### config.mk
export PLATFORM = sky130hd
export DESIGN_NAME = ppu_sprite_eval
export DESIGN_NICKNAME = d
export VERILOG_FILES = /design/src/rtl/ppu_sprite_eval.sv
export SDC_FILE = /design/constraint.sdc
export NUM_CORES = 1
export LEC_CHECK = 0
export CAP_MARGIN = 0
export CORE_UTILIZATION = 53
export DETAILED_ROUTE_END_ITERATION = 10
export PLACE_DENSITY = 0.95
export SETUP_SLACK_MARGIN = 0.15
export SKIP_CTS_REPAIR_TIMING = 1
export SYNTH_ARGS = -nofsm -noshare
export SYNTH_HDL_FRONTEND = slang
export SYNTH_SLANG_ARGS = --single-unit
### constraint.sdc
create_clock -name clk_i -period 6.77 [get_ports clk_i]
set_input_delay 1.354 -clock clk_i [delete_from_list [all_inputs] [get_ports clk_i]]
set_output_delay 1.354 -clock clk_i [all_outputs]
set_load 0.05 [all_outputs]
### src/rtl/ppu_sprite_eval.sv
// Per-scanline sprite evaluation: clears secondary OAM, copies up to 8 in-range sprites,
// and produces the sprite-overflow and sprite-0-present flags for the fetch/render path.
module ppu_sprite_eval #(
   parameter int NUM_SPR   = 64,
   parameter int SEC_SLOTS = 8
) (
   input  logic       clk_i,
   input  logic       rst_i,
   input  logic [8:0] x_i,
   input  logic [8:0] y_i,
   input  logic       rendering_en_i,
   input  logic       spr_h16_i,
   output logic [7:0] oam_addr_o,
   input  logic [7:0] oam_data_i,
   output logic [4:0] sec_oam_addr_o,
   output logic [7:0] sec_oam_wdata_o,
   output logic       sec_oam_we_o,
   output logic       spr_overflow_o,
   output logic       spr0_in_line_o,
   output logic [3:0] spr_count_o
);

   typedef enum logic [2:0] {
      ST_IDLE,
      ST_CHECK_Y,
      ST_COPY,
      ST_OVF_SCAN,
      ST_DONE
   } state_t;

   localparam logic [5:0] N_LAST    = 6'(NUM_SPR - 1);
   localparam logic [3:0] SLOTS_MAX = 4'(SEC_SLOTS);

   state_t     state_q, state_d;
   logic [5:0] n_q, n_d;
   logic [1:0] m_q, m_d;
   logic [3:0] count_q, count_d;
   logic       spr0_q, spr0_d;
   logic       ovf_q, ovf_d;
   logic [3:0] cnt_lat_q, cnt_lat_d;
   logic       spr0_lat_q, spr0_lat_d;

   logic       active;
   logic [8:0] diff;
   logic       in_range;
   logic       n_last;
   logic       clear_wr;
   logic       we_c;
   logic [4:0] addr_c;
   logic [7:0] wdata_c;

   assign active   = (y_i <= 9'd239) && rendering_en_i;
   // Negative differences wrap to large unsigned values and fall out of range.
   assign diff     = y_i - {1'b0, oam_data_i};
   assign in_range = diff < (spr_h16_i ? 9'd16 : 9'd8);
   assign n_last   = (n_q == N_LAST);
   assign clear_wr = active && (x_i >= 9'd1) && (x_i <= 9'd64) && !x_i[0];

   always_comb begin
      state_d    = state_q;
      n_d        = n_q;
      m_d        = m_q;
      count_d    = count_q;
      spr0_d     = spr0_q;
      ovf_d      = ovf_q;
      cnt_lat_d  = cnt_lat_q;
      spr0_lat_d = spr0_lat_q;
      we_c       = 1'b0;
      addr_c     = 5'd0;
      wdata_c    = 8'h00;

      if (clear_wr) begin
         we_c    = 1'b1;
         addr_c  = 5'(x_i[6:1] - 6'd1);
         wdata_c = 8'hFF;
      end

      case (state_q)
         ST_CHECK_Y: begin
            if (in_range && (count_q < SLOTS_MAX)) begin
               we_c    = 1'b1;
               addr_c  = {count_q[2:0], 2'b00};
               wdata_c = oam_data_i;
               m_d     = 2'd1;
               state_d = ST_COPY;
               if (n_q == 6'd0) begin
                  spr0_d = 1'b1;
               end
            end else begin
               n_d = n_q + 6'd1;
               if (n_last) begin
                  state_d = ST_DONE;
               end
            end
         end
         ST_COPY: begin
            we_c    = 1'b1;
            addr_c  = {count_q[2:0], m_q};
            wdata_c = oam_data_i;
            m_d     = m_q + 2'd1;
            if (m_q == 2'd3) begin
               count_d = count_q + 4'd1;
               n_d     = n_q + 6'd1;
               m_d     = 2'd0;
               if (n_last) begin
                  state_d = ST_DONE;
               end else if ((count_q + 4'd1) == SLOTS_MAX) begin
                  state_d = ST_OVF_SCAN;
               end else begin
                  state_d = ST_CHECK_Y;
               end
            end
         end
         ST_OVF_SCAN: begin
            if (in_range) begin
               ovf_d   = 1'b1;
               state_d = ST_DONE;
            end else begin
               // Hardware quirk: the byte index advances together with the entry index.
               n_d = n_q + 6'd1;
               m_d = m_q + 2'd1;
               if (n_last) begin
                  state_d = ST_DONE;
               end
            end
         end
         default: begin
         end
      endcase

      if (active && (x_i == 9'd64)) begin
         state_d = ST_CHECK_Y;
         n_d     = 6'd0;
         m_d     = 2'd0;
         count_d = 4'd0;
         spr0_d  = 1'b0;
      end

      if (!active || (x_i == 9'd257)) begin
         state_d = ST_IDLE;
      end

      if (x_i == 9'd256) begin
         cnt_lat_d  = active ? count_q : 4'd0;
         spr0_lat_d = active ? spr0_q : 1'b0;
      end

      if ((y_i == 9'd261) && (x_i == 9'd1)) begin
         ovf_d = 1'b0;
      end
   end

   always_ff @(posedge clk_i) begin
      if (rst_i) begin
         state_q    <= ST_IDLE;
         n_q        <= 6'd0;
         m_q        <= 2'd0;
         count_q    <= 4'd0;
         spr0_q     <= 1'b0;
         ovf_q      <= 1'b0;
         cnt_lat_q  <= 4'd0;
         spr0_lat_q <= 1'b0;
      end else begin
         state_q    <= state_d;
         n_q        <= n_d;
         m_q        <= m_d;
         count_q    <= count_d;
         spr0_q     <= spr0_d;
         ovf_q      <= ovf_d;
         cnt_lat_q  <= cnt_lat_d;
         spr0_lat_q <= spr0_lat_d;
      end
   end

   // Write strobe is gated combinationally so a disable or reset stops writes in the same cycle.
   assign sec_oam_we_o    = we_c && active && !rst_i;
   assign sec_oam_addr_o  = sec_oam_we_o ? addr_c : 5'd0;
   assign sec_oam_wdata_o = sec_oam_we_o ? wdata_c : 8'h00;
   assign oam_addr_o      = ((state_q == ST_IDLE) || (state_q == ST_DONE)) ? 8'h00 : {n_q, m_q};
   assign spr_overflow_o  = ovf_q;
   assign spr0_in_line_o  = spr0_lat_q;
   assign spr_count_o     = cnt_lat_q;

endmodule
* Yosys cells after proc, flatten, opt, wreduce, memory -nomap -nowiden
Cells that the tools add are included.
** Operators by class
- $add $sub $neg :: 5
- Magnitude comparators :: 5
- Equality and inequality tests :: 17
- Multiplexer cells :: 31
- Reductions and logical operators :: 29
** Operator list (count)
- 2-to-1 mux 8 bit :: 4
- == test 9 bit, second input constant :: 3
- 2-to-1 mux 5 bit :: 4
- 2-to-1 mux 6 bit :: 3
- one-hot mux 6 bit (3 select lines) :: 1
- one-hot mux 8 bit (2 select lines) :: 1
- 2-to-1 mux 3 bit :: 5
- one-hot mux 5 bit (2 select lines) :: 1
- == test 9 x 1 -> 1 bit, second input constant :: 1
- == test 9 x 7 -> 1 bit, second input constant :: 1
- greater-or-equal comparator 9 x 1 -> 1 bit, second input constant :: 1
- <= comparator 9 x 7 -> 1 bit, second input constant :: 1
- <= comparator 9 x 8 -> 1 bit, second input constant :: 1
- logical AND 1 bit :: 9
- < comparator 9 x 5 -> 1 bit :: 1
- one-hot mux 3 bit (3 select lines) :: 1
- subtractor 9 x 8 -> 9 bit :: 1
- 2-to-1 mux 2 bit :: 4
- inequality test 2 bit, second input constant :: 4
- AND reduction 2 bit :: 4
- adder 6 x 1 -> 6 bit, second input constant :: 1
- == test 3 x 2 -> 1 bit, second input constant :: 2
- == test 6 bit, second input constant :: 1
- logical NOT 6 bit :: 1
- other kinds (22) :: 31
** Word-level totals
- Register bits after elaboration :: 22
- Bits of input ports :: 30
- Output and inout bits :: 28
- Logic and storage cells :: 96

* Depth between registers and ports, before layout
- Word-level depth :: 11
- Mapped depth :: 14
- Mapped depth without buffers :: 13

* Least setup slack after synthesis
No wires, ideal clock.
- Kind :: input-to-output
- From :: input port oam_data_i[2]
- To :: output port sec_oam_addr_o[1]
- Arrival time :: 4683 ps
- Setup slack :: 733 ps
- Stages on the path :: 14
- Cells stage by stage :: inv_1 -> ha_1 -> o21ai_0 -> nand2b_1 -> and2_4 -> xor2_1 -> ha_1 -> inv_1 -> a211oi_1 -> a2111oi_2 -> a41o_2 -> and2_4 -> buf_8 -> o31ai_1
** On the way
- Word-level cells in the longest chain between the ends :: 8
- Elaborated cells between the ends (all ways) :: 10
- Those cells by class :: 1 x add/sub; 1 x order compare; 5 x mux; 3 x reduce/logical
** Ends and longest elaborated chain
- from (decl) :: RTL line 14 : input logic [7:0] oam_data_i,
- subtractor 9 x 8 -> 9 bit (*) :: RTL line 54 : assign diff = y_i - {1'b0, oam_data_i};
- < comparator 9 x 5 -> 1 bit (*) :: RTL line 55 : assign in_range = diff < (spr_h16_i ? 9'd16 : 9'd8);
- logical AND 1 bit (*) :: RTL line 80 : if (in_range && (count_q < SLOTS_MAX)) begin
- 2-to-1 mux 1 bit :: RTL line 80
- one-hot mux 1 bit (2 select lines) :: RTL line 78 : case (state_q)
- logical AND 1 bit (2 in series) :: RTL line 176 : assign sec_oam_we_o = we_c && active && !rst_i;
- 2-to-1 mux 5 bit (*) :: RTL line 177 : assign sec_oam_addr_o = sec_oam_we_o ? addr_c : 5'd0;
- to (decl) :: RTL line 15 : output logic [4:0] sec_oam_addr_o,
Every way passes the cells marked *; elsewhere a longest branch is shown, timed or not.

* Worst setup path in the final report
- From :: input port oam_data_i[2]
- To :: output port sec_oam_wdata_o[3]
** On the way
- Word-level cells in the longest chain between the ends :: 8
- Elaborated cells between the ends (all ways) :: 10
- Those cells by class :: 1 x add/sub; 1 x order compare; 5 x mux; 3 x reduce/logical
** Ends and longest elaborated chain
- subtractor 9 x 8 -> 9 bit (*) :: RTL line 54
- < comparator 9 x 5 -> 1 bit (*) :: RTL line 55
- logical AND 1 bit (*) :: RTL line 80
- 2-to-1 mux 1 bit :: RTL line 80
- one-hot mux 1 bit (2 select lines) :: RTL line 78
- logical AND 1 bit (2 in series) :: RTL line 176
- 2-to-1 mux 8 bit (*) :: RTL line 178 : assign sec_oam_wdata_o = sec_oam_we_o ? wdata_c : 8'h00;
- to (decl) :: RTL line 16 : output logic [7:0] sec_oam_wdata_o,
Marks and branches as above.

==> run summary <==
H-tree depth - 1
Max VDD drop - 0.103 mV
Async S/R FF share, synth - 0%
# IOs - 58
Layout Cells excl Fill - 380
Fin Hold WS - 463 ps
Global-route wire length before repair - 10100 um
Gate Count Post-Synth - 278
Hold path depth - 2
RSZ-0062 raised after global routing - false
Final-layout fill cell count - 276
Total gr overflow - 0
Critical path's slowest cell - clkdlybuf4s50_1
Clock Skew - 6.91 ps
Worst setup SP type - input port
Site Rows - 22
Crit path time final - 6240 ps
Post-synth top area cell - dfxtp_1
Yosys warnings - 0
CTS root buf - clkbuf_8
I/O Buffers - 57
Largest net degree at the start of global routing - 18
Clock power share - 36.0%
DR vias - 2392
Period utilisation layout - 92.2%
Final hold violation count - 0
Final ANT Viol Nets - 0
Worst setup EP type - output port
# nets final - 378
Vias in the first global route - 2188
Diodes inserted - 0
Area share of the largest cell type after synthesis - 20.2%
Clk Latency, worst-skew pair - 270 ps
Net switching power figure - 0.0993 mW
Post-synth top flop - dfxtp_1
RD Place Congestion - 0.941
Max Fclk - 0.160 GHz
Starting density of the core - 57.3%
#FFs+latches synth - 22
Chip width - 66.1 um
Seq pwr share - 36.9%
Lkg Pwr - 1.21 nW
Core area - 3800 um^2
Synth Net Count - 323
Vias per inst - 6.29
Area growth syn-to-layout - 28.8%
Max-Slew Margin vs Limit - 64.7%
Max-slew violations - 0
Clk sinks - 22
CP arrival - 4890 ps
TritonCTS clock tree - yes
Most common cell after layout, fill and taps aside - clkdlybuf4s50_1
EDFF count, synth - 0
Worst-Margin Slew - 529 ps
Dpl hpwl - 4690 um
Net switching fraction of the power - 28.3%
Drt wl/cell - 16.4 um
Crit Path Class - input port to output port
DRC viols - 0
Placed Cells - 376
CP Max Fanout - 9
Commonest cells after routing, fill and taps aside - clkdlybuf4s50_1, nand2_1, nor2_1
Tot Pwr - 0.350 mW
Die H - 66.1 um
CP max stage delay - 480 ps
Comb pwr share - 27.1%
First-pass DRT Iterations - 5
Status - complete, no violations
Worst path required time - 5420 ps
DRC marker count from the first detailed-route iteration - 248
Clock buffer count from CTS - 3
Share of cells above drive strength 1 - 11.1%
Clock Tree Buf Depth - 2
Initial antenna violation count - 0
CP Cell Sequence - clkdlybuf4s50_1 > inv_1 > ha_1 > o21ai_0 > nand2b_1 > and2_4 > xor2_1 > ha_1 > inv_1 > a211oi_1 > a2111oi_2 > a41o_2 > a21oi_2 > a31o_1 > dlymetal6s2s_1
Synth top area cells - dfxtp_1, ha_1, a21oi_1
Total GRT Usage - 29.4%
Setup Viol. Count Final - 0
Post-synthesis cell type count - 69
TNS Setup - 0 ps
Hold WC Path Type - flop to flop
Synthesized area - 2180 um^2
Internal power - 0.251 mW
CTS clock-pin slew for the worst setup and hold paths - 90 ps
Syn Area/Cell - 7.83 um^2
Seq/Total Area, Yosys - 20.2%
Die area - 4370 um^2
WL final - 6230 um
Reg2reg path depth - 6
Max cap viols - 0
Power per cell area - 125 nW/um^2
[per-layer routing]
| metal | GRT usage [%] | vias up | routed length [um] |
|---|---|---|---|
| li1 | - | 1145 | - |
| met3 | 6.55 | 14 | 447 |
| met2 | 49.2 | 140 | 3040 |
| met1 | 37.6 | 1093 | 2630 |
| met5 | 0 | - | 0 |
| met4 | 7.98 | 0 | 108 |
[layout make-up]
| cell class | instances | area, um^2 | share of cell area, % |
|---|---|---|---|
| Sequential cell | 22 | 440 | 15.7 |
| Tap cell | 48 | 60.1 | 2.14 |
| Multi-Input combinational cell | 229 | 1580 | 56.3 |
| Timing Repair Buffer | 58 | 583 | 20.8 |
| Inverter | 19 | 71.3 | 2.54 |
| Clock inverter | 1 | 30.0 | 1.07 |
| Clock buffer | 3 | 41.3 | 1.47 |
[critical path, delay by kind of cell]
family | cells | cell delay [ps]
buffers and inverters | 4 | 980
AO/OA/AOI/OAI | 6 | 1500
adder cells (fa/ha/maj) | 2 | 570
XOR/XNOR | 1 | 140
AND/OR/NAND/NOR | 2 | 340
[synth_stat cells, types with 2 or more instances]
cell type and instances:
nor2_1 26, a21oi_1 21, o31ai_1 2, mux2i_1 6, a211oi_1 5, nand2_1 27
nor2b_1 7, inv_1 18, a2111oi_2 3, o21ai_1 3, nand3_1 17, and3_2 2
a31o_2 4, nand4_1 6, xor2_1 3, o21ai_0 10, nor4b_1 2, o211ai_1 2
a31oi_1 2, ha_1 15, or3_1 4, and3_1 2, and2_4 2, xnor2_1 3
clkbuf_8 2, a31o_1 6, dfxtp_1 22, a21o_1 2, a41oi_1 2, o21bai_1 2
o21a_1 2, nand3b_1 3, clkbuf_1 2, nor3_1 7, nor3b_1 2
[through the flow]
stage               setup slack (ps)  instance area (um^2)  util, %
finish                           529                  2800     73.8
global route                     307                  2800     73.8
CTS                              170                  2780     73.3
detailed placement               193                  2710     71.4
global placement                 323                  2710     71.4
floorplan                        733                  2180        -
[final timing paths]
check | start | to | slack (ps)
setup / recovery | oam_data_i[2] | sec_oam_wdata_o[3] | 530
hold / removal | spr_count_o[0]$_SDFFE_PP0N_ | spr_count_o[0]$_SDFFE_PP0N_ | 460
hold reg to reg | spr_count_o[0]$_SDFFE_PP0N_ | spr_count_o[0]$_SDFFE_PP0N_ | 460
setup reg to reg | m_q[0]$_SDFFE_PP0P_ | n_q[3]$_SDFFE_PP0P_ | 4550
[power by group through the flow]
| stage | combinational [mW] | clock, mW | sequential (mW) |
|---|---|---|---|
| floorplan | 0.0593 | 0 | 0.132 |
| global placement | 0.0895 | 0 | 0.132 |
| detailed placement | 0.0926 | 0 | 0.132 |
| CTS | 0.0929 | 0.124 | 0.129 |
| global route | 0.103 | 0.129 | 0.129 |
| finish | 0.0951 | 0.126 | 0.129 |
[kinds of logic (layout without fill, tap and decap cells)]
group	after synthesis	in the layout	share of synthesized area, %
adders and majority gates	15	15	8.62
buffers and inverters	27	81	7.30
AOI/OAI and AO/OA	78	78	26.1
xor gates and xnor gates	7	7	3.68
DFF	22	22	20.2
and+or+nand+nor	122	122	30.7
muxes	7	7	3.28
[state kept, by name, summed over array words and instances (netlist names)]
name	flops
spr_count_o	4
spr_overflow_o	1
spr0_q	1
spr0_in_line_o	1
state_q	3
m_q	2
count_q	4
n_q	6
Note: power is estimated with default switching activity, not from simulation.
